[config.mk]
export PLATFORM = sky130hd
export DESIGN_NAME = instr_mem
export DESIGN_NICKNAME = d
export VERILOG_FILES = /design/src/rtl/instr_mem.sv
export SDC_FILE = /design/constraint.sdc
export NUM_CORES = 1
export LEC_CHECK = 0
export CORE_ASPECT_RATIO = 0.7
export CORE_MARGIN = 5
export CORE_UTILIZATION = 25
export DETAILED_ROUTE_END_ITERATION = 16
export PLACE_DENSITY_LB_ADDON = 0.1
export SYNTH_ARGS = -nofsm -noshare
export SYNTH_HDL_FRONTEND = slang
export SYNTH_SLANG_ARGS = --single-unit
[constraint.sdc]
create_clock -name clk -period 2 [get_ports clk]
set_input_delay 0.2 -clock clk [delete_from_list [all_inputs] [get_ports clk]]
set_output_delay 0.2 -clock clk [all_outputs]
set_load 0.005 [all_outputs]
[src/rtl/instr_mem.sv]
// 16 x 9-bit instruction memory with a streaming program loader and a registered fetch port.
// Define IMEM_PARITY_EN to store a parity bit per word and flag parity errors on fetch.
module instr_mem (
  input  logic       clk,
  input  logic       rst_n,
  input  logic       load_start,
  input  logic       load_valid,
  input  logic [8:0] load_data,
  input  logic       load_par,
  output logic       load_ready,
  input  logic [3:0] PC_CURR,
  output logic [8:0] INS,
  output logic       set_pc,
  output logic       load_done,
  output logic       parity_err
);

  localparam logic [1:0] IDLE  = 2'd0;
  localparam logic [1:0] LOAD  = 2'd1;
  localparam logic [1:0] FLUSH = 2'd2;
  localparam logic [1:0] RUN   = 2'd3;

`ifdef IMEM_PARITY_EN
  localparam int MW = 10;
`else
  localparam int MW = 9;
`endif

  // Handshake: a load word moves on any rising edge where load_valid and
  // load_ready are both 1; load_ready depends only on the FSM state.
  logic [1:0]    state;
  logic [1:0]    state_nxt;
  logic [3:0]    wr_ptr;
  logic          xfer;
  logic          start_load;
  logic [MW-1:0] wr_word;
  logic [MW-1:0] fetch_word;
  logic [MW-1:0] mem [16];

  assign load_ready = (state == LOAD);
  assign load_done  = (state == FLUSH);
  assign set_pc     = (state != RUN);
  assign xfer       = load_ready & load_valid;
  assign start_load = load_start & ((state == IDLE) | (state == RUN));

`ifdef IMEM_PARITY_EN
  assign wr_word = {load_par, load_data};
`else
  logic unused_par;
  assign unused_par = load_par;
  assign wr_word    = load_data;
`endif

  assign fetch_word = mem[PC_CURR];

  always_comb begin
    state_nxt = state;
    case (state)
      IDLE:    if (load_start) state_nxt = LOAD;
      LOAD:    if (xfer && (wr_ptr == 4'd15)) state_nxt = FLUSH;
      FLUSH:   state_nxt = RUN;
      RUN:     if (load_start) state_nxt = LOAD;
      default: state_nxt = IDLE;
    endcase
  end

  always_ff @(posedge clk or negedge rst_n) begin
    if (!rst_n) begin
      state  <= IDLE;
      wr_ptr <= 4'd0;
    end else begin
      state <= state_nxt;
      if (start_load) begin
        wr_ptr <= 4'd0;
      end else if (xfer) begin
        wr_ptr <= wr_ptr + 4'd1;
      end
    end
  end

  // Storage has no reset so a program survives a reset or an aborted load.
  always_ff @(posedge clk) begin
    if (xfer) begin
      mem[wr_ptr] <= wr_word;
    end
  end

  always_ff @(posedge clk or negedge rst_n) begin
    if (!rst_n) begin
      INS <= 9'd0;
    end else if (state == RUN) begin
      INS <= fetch_word[8:0];
    end else begin
      INS <= 9'd0;
    end
  end

`ifdef IMEM_PARITY_EN
  // A reload clears the flag even if the final RUN fetch on that edge is bad.
  always_ff @(posedge clk or negedge rst_n) begin
    if (!rst_n) begin
      parity_err <= 1'b0;
    end else if (start_load) begin
      parity_err <= 1'b0;
    end else if ((state == RUN) && (^fetch_word)) begin
      parity_err <= 1'b1;
    end
  end
`else
  assign parity_err = 1'b0;
`endif

endmodule

# == Word-level counts from Yosys, hierarchy flattened ==
# Memories as Yosys holds them, arrays and structs flattened.
# Index checks and enable logic that the tools add are counted.
# totals
ff_bits,15
ramBits,144
in_bits,18
output_inout_bits,13
word_cells,28
n_memories,1
# memory_table
memory,depth,width,rd,rd_clocked_by_memory_dff,write_ports,line,text
mem,16,9,1,0,1,38,logic [MW-1:0] mem [16];
# classes
n_addsub,1
eq_ne,7
n_mux,8
bitwise,3
reduce_logical,5
# op_table
cell,count
$mux 9,1
$mux 4,2
$pmux 2 s3,1
$add 4x1->4 const B,1
$eq 2x2->1 const B,2
$eq 4x4->1 const B,1
$mux 2,2
$ne 2x1->1 const B,2
$and 1x1->1,2
$eq 2x1->1 const B,1
$logic_not 2->1,1
$mux 1,2
$ne 2x2->1 const B,1
$reduce_and 2->1,1
$reduce_bool 2->1,1
$reduce_or 2->1,1
$logic_and 1x1->1,1
$or 1x1->1,1

# == Longest topological paths before layout ==
# depth
ltp_word,5
mapped_depth,7
mapped_depth_nobuf,6

# == Worst setup path after synthesis ==
# No wires, ideal clock.
# synth_timing
path_kind,register -> register
start,register state[1]
end,"memory mem[3][0], enable pin"
setup_time_ps,374
arrival_ps,1349
required_time_ps,1626
slack_ps,277
path_stages_with_launch,6
n_path_buf,1
period_less_slack_ps,1723
cell_sequence,dfrtp_1 -> inv_1 -> ha_1 -> buf_2 -> nand2_1 -> nor2_1
# synth_via
elab_chain_cells,4
# synth_rtl
element,line,text
"start, declared",31,logic [1:0] state;
"start signal, assigned",72,state <= state_nxt;
$eq 2x1->1,40,assign load_ready = (state == LOAD);
named net load_ready,10,"output logic load_ready,"
$and 1x1->1,43,assign xfer = load_ready & load_valid;
$mux 1,83,if (xfer) begin
$mux 1 (implied by the code),84,mem[wr_ptr] <= wr_word;
"end, declared",38,
# The timed path passes the listed nets, and every way through them passes these cells.

# == Worst setup path after layout ==
# layout_timing
start,register state[0]
end,output port set_pc
# layout_via
elab_chain_cells,1
# layout_rtl
element,line,text
$ne 2x2->1,42,assign set_pc = (state != RUN);
"end, declared",13,"output logic set_pc,"
# Every way passes these cells.

==> run summary <==
The count of placed standard cells in the final layout, fillers left out came out at ~780. The required time of the critical path is 1800 ps. The most used flip-flop cell after synthesis is edfxtp_1. The top-level port count is 31. By startpoint and endpoint, the worst setup path is classified as reg2out.

The number of sinks handled by clock tree synthesis is around 160. The weighted congestion at the end of routability-driven global placement came out at 0.7039. Global routing finished with a remaining overflow of 0.

The number of rows in the core area is 49. The synthesized netlist cell count came out at roughly 370. The setup slack after placement is 36.96 ps. The share of the clock period used by the worst path after layout came out at 0.9505. The starting DRC count in detailed routing came out at around 230.

The core box area is 25440 µm². Traced cell by cell, the critical path runs through ha_1, inv_1, clkdlybuf4s50_1. The wire length of the first global-routing pass is 23500 µm. The placed instance count came out at 750. The smallest setup slack after layout came out at about 99 ps. The finished cells cover 7790 µm².

The placed wire-length estimate after detailed placement is between 10000 and 15000 µm. The fraction of the yosys area taken by sequential cells is 0.7355. The peak supply drop is 0.4330 mV. Setup total negative slack on the finished layout was measured at 0 ps. TritonCTS built the clock tree. The largest driver fanout on the critical path is 3. Final hold analysis gives a worst-case slack of 110.0 ps. The post-synthesis instance area is 6390 µm².

The largest net degree at the start of global routing is 28. STA classifies the critical path endpoint as an output port. The depth of the worst register-to-register path is 5. At the later pin of the worst-skew pair, clock insertion delay measures 410 ps.

Setup violations remaining at the end of the flow were counted as 0. In this run the mean area of a mapped cell was 17.18 µm². The layout overhead on the synthesized area is 21.91%. The worst hold path class is in2async. In this run, synthesis produced a sequential element count of 159.

The run finished with clean final reports. In this run, synthesis inferred between 100 and 150 flip-flops with an integrated enable. The final number of hold-violating endpoints is 0.

STA classifies the critical path startpoint as a flip-flop. For this run, the number of Yosys warnings is 0. In this run the remaining antenna-violating nets after routing total 0. The number of buffers inserted by port buffering is 28. The first TritonRoute pass finished after 4 iterations. The number of buffers on the longest clock path is 2. The H-tree generated during clock tree synthesis spans 4 levels. The slowest stage cell on the critical path is clkdlybuf4s50_1. The power density relative to cell area is 1023 nW/µm².

The worst register-to-register path ends at mem[6][2]. The worst register-to-register path has a setup slack of 310 ps. The count of buffering cells on the critical path with inverters included came out at 2. The static leakage is between 2 and 3 nW. After clock tree synthesis, the clock-pin slew on the worst setup and hold paths is approximately 60 ps.

The delay of the slowest cell on the worst path is 510 ps. For this run, design rule violations remaining after detail routing come to 0. Setup repair after global routing left no endpoint under its margin. The share of final-layout standard cells stronger than drive strength 1 came out at 0.1729. The actual slew at the worst max-slew pin came out at between 700 and 800 ps.

Among cell families on the critical path, the largest total delay comes from buffers and inverters. The effective utilization at floorplan came out at 0.2511. After detailed placement, the total cell area comes to 7229 µm². The die is 143.8 µm tall.

The net count of the finished layout is 463. The routed wire length per instance came out at 20.28 µm. In this run the critical register-to-register path is launched from state[1]. Derived from the worst setup path, the maximum achievable clock frequency is 526.1 MHz. The number of maximum-capacitance violations came out at 0. The final layout contains routed wiring with a total length of ~16000 µm. The cell chosen for the clock root is clkbuf_16. In this run, CTS created clock tree buffers numbering 17.

The overall via count from detail_route is 3384. The worst relative slew slack is 0.5139. The proportion of register bits with asynchronous set or reset after synthesis came out at 0.09434. The total die area came out at 28910 µm². In this run, distinct cell masters in the synthesized netlist total 36.

The final period demand of the worst path is 1901 ps. The post-route clock skew is about 9.7 ps. The data arrival time at the worst-slack endpoint came out at around 1700 ps. When the netlist entered floorplanning its net count stood at 397. The number of global-route vias before repair came to 3462. The routed via count divided by cell count is between 4 and 5.

The die extent in x is 201.1 µm. The number of antenna violations at the first check in global routing came to 0. The cell depth of the worst setup path is 3. The combined global-route utilization of all metal layers is 0.1134.

The count of final max-slew check failures came out at 0.
## synth_stat cells, types with 2 or more instances
library cell | number | share of area
buf_6 | 2 | 0.0035
nand3b_1 | 2 | 0.0023
nor2_1 | 19 | 0.011
ha_1 | 7 | 0.014
a21oi_1 | 9 | 0.0070
mux2i_1 | 63 | 0.099
buf_4 | 2 | 0.0023
o21ai_2 | 4 | 0.0055
buf_12 | 3 | 0.0094
and2_1 | 2 | 0.0020
nor2_2 | 2 | 0.0020
xnor2_1 | 2 | 0.0027
o21ai_1 | 5 | 0.0039
nand3_1 | 16 | 0.013
edfxtp_1 | 144 | 0.68
a22oi_1 | 25 | 0.029
a22o_1 | 4 | 0.0055
nor2b_1 | 4 | 0.0039
nand2_1 | 10 | 0.0059
dfrtp_1 | 15 | 0.059
mux4_1 | 2 | 0.0082
inv_1 | 6 | 0.0035
mux2_2 | 4 | 0.0070
buf_2 | 8 | 0.0063
## cells by family after synthesis
group / share of synthesized area
DFF: 0.7355
muxes: 0.1175
and+or+nand+nor: 0.04386
AOI/OAI and AO/OA: 0.05737
buffers and inverters: 0.02741
adders and majority gates: 0.01371
xor gates and xnor gates: 0.004113
other: 0.0005869
## final cells by class
type / instances / area [µm²]
fill: 2465 / 17650
sequential: 159 / 4700
multi-input combinational: 191 / 1528
timing repair buffer: 63 / 578.1
clock buffer: 18 / 429.2
tap: 331 / 414.1
clock inverter: 14 / 116.4
inverter: 6 / 22.52
antenna: 1 / 2.502
## worst reg2reg max path: cells and delay by family (launching register included)
| kind | cells | cell delay [ps] |
|---|---|---|
| buf+inv | 2 | 380 |
| simple gates | 2 | 420 |
| fa+ha+maj | 1 | 210 |
| flops | 1 | 400 |
## per-stage QoR
step	util	total power, mW
floorplan	-	4.484
global placement	0.2841	5.013
detailed placement	0.2841	5.022
CTS	0.3057	8.062
global route	0.3061	8.322
finish	0.3062	7.972
## cells in the final DEF (no fill, tap or decap), types with 4 or more instances in the layout
master	n
mux2i_1	63
o21ai_2	4
nand2_1	10
o21ai_1	5
inv_1	6
a22o_1	4
ha_1	6
dfrtp_1	15
clkdlybuf4s50_1	27
mux2_2	4
nand3_1	16
buf_4	33
nor2b_1	4
edfxtp_1	144
a22oi_1	25
clkbuf_16	17
nor2_1	19
a21oi_1	9
## what timing repair did
item / in CTS / in global routing
hold buffers: 0 / 0
endpoints found under the setup margin: 1 / 1
endpoints found under the hold margin: 0 / 0
setup buffers: 0 / 0
gates resized for setup: 1 / 1
## flip-flops by register name, summed over array words and instances, names as in the netlist
name    count
INS         9
mem       144
state       2
wr_ptr      4
## routing by layer
| layer | global-route usage | share of wire | vias to the layer above | routed length [µm] |
|---|---|---|---|---|
| li1 | - | - | 1582 | - |
| met1 | 0.1636 | 0.51 | 1721 | 8044 |
| met2 | 0.1691 | 0.44 | 69 | 6989 |
| met3 | 0.02887 | 0.041 | 12 | 653 |
| met4 | 0.03366 | 0.012 | 0 | 189 |
| met5 | 0 | 0 | - | 0 |
## where the power goes
part / internal, mW / switching [mW]
combinational: 0.446 / 0.607
sequential: 3.81 / 0.0799
clock: 1.71 / 1.32
total: 5.97 / 2.00
## how the worst max path moves through the flow
stage                  to       start  slack (ps)
2_1_floorplan   mem[3][0]    state[1]         280
3_5_place_dp       INS[4]  PC_CURR[1]          40
3_3_place_gp    mem[6][0]  load_valid          70
5_1_grt            set_pc    state[0]          40
6_report           set_pc    state[0]         100
4_1_cts        load_ready    state[1]          40
(Power assumes the default switching activity.)
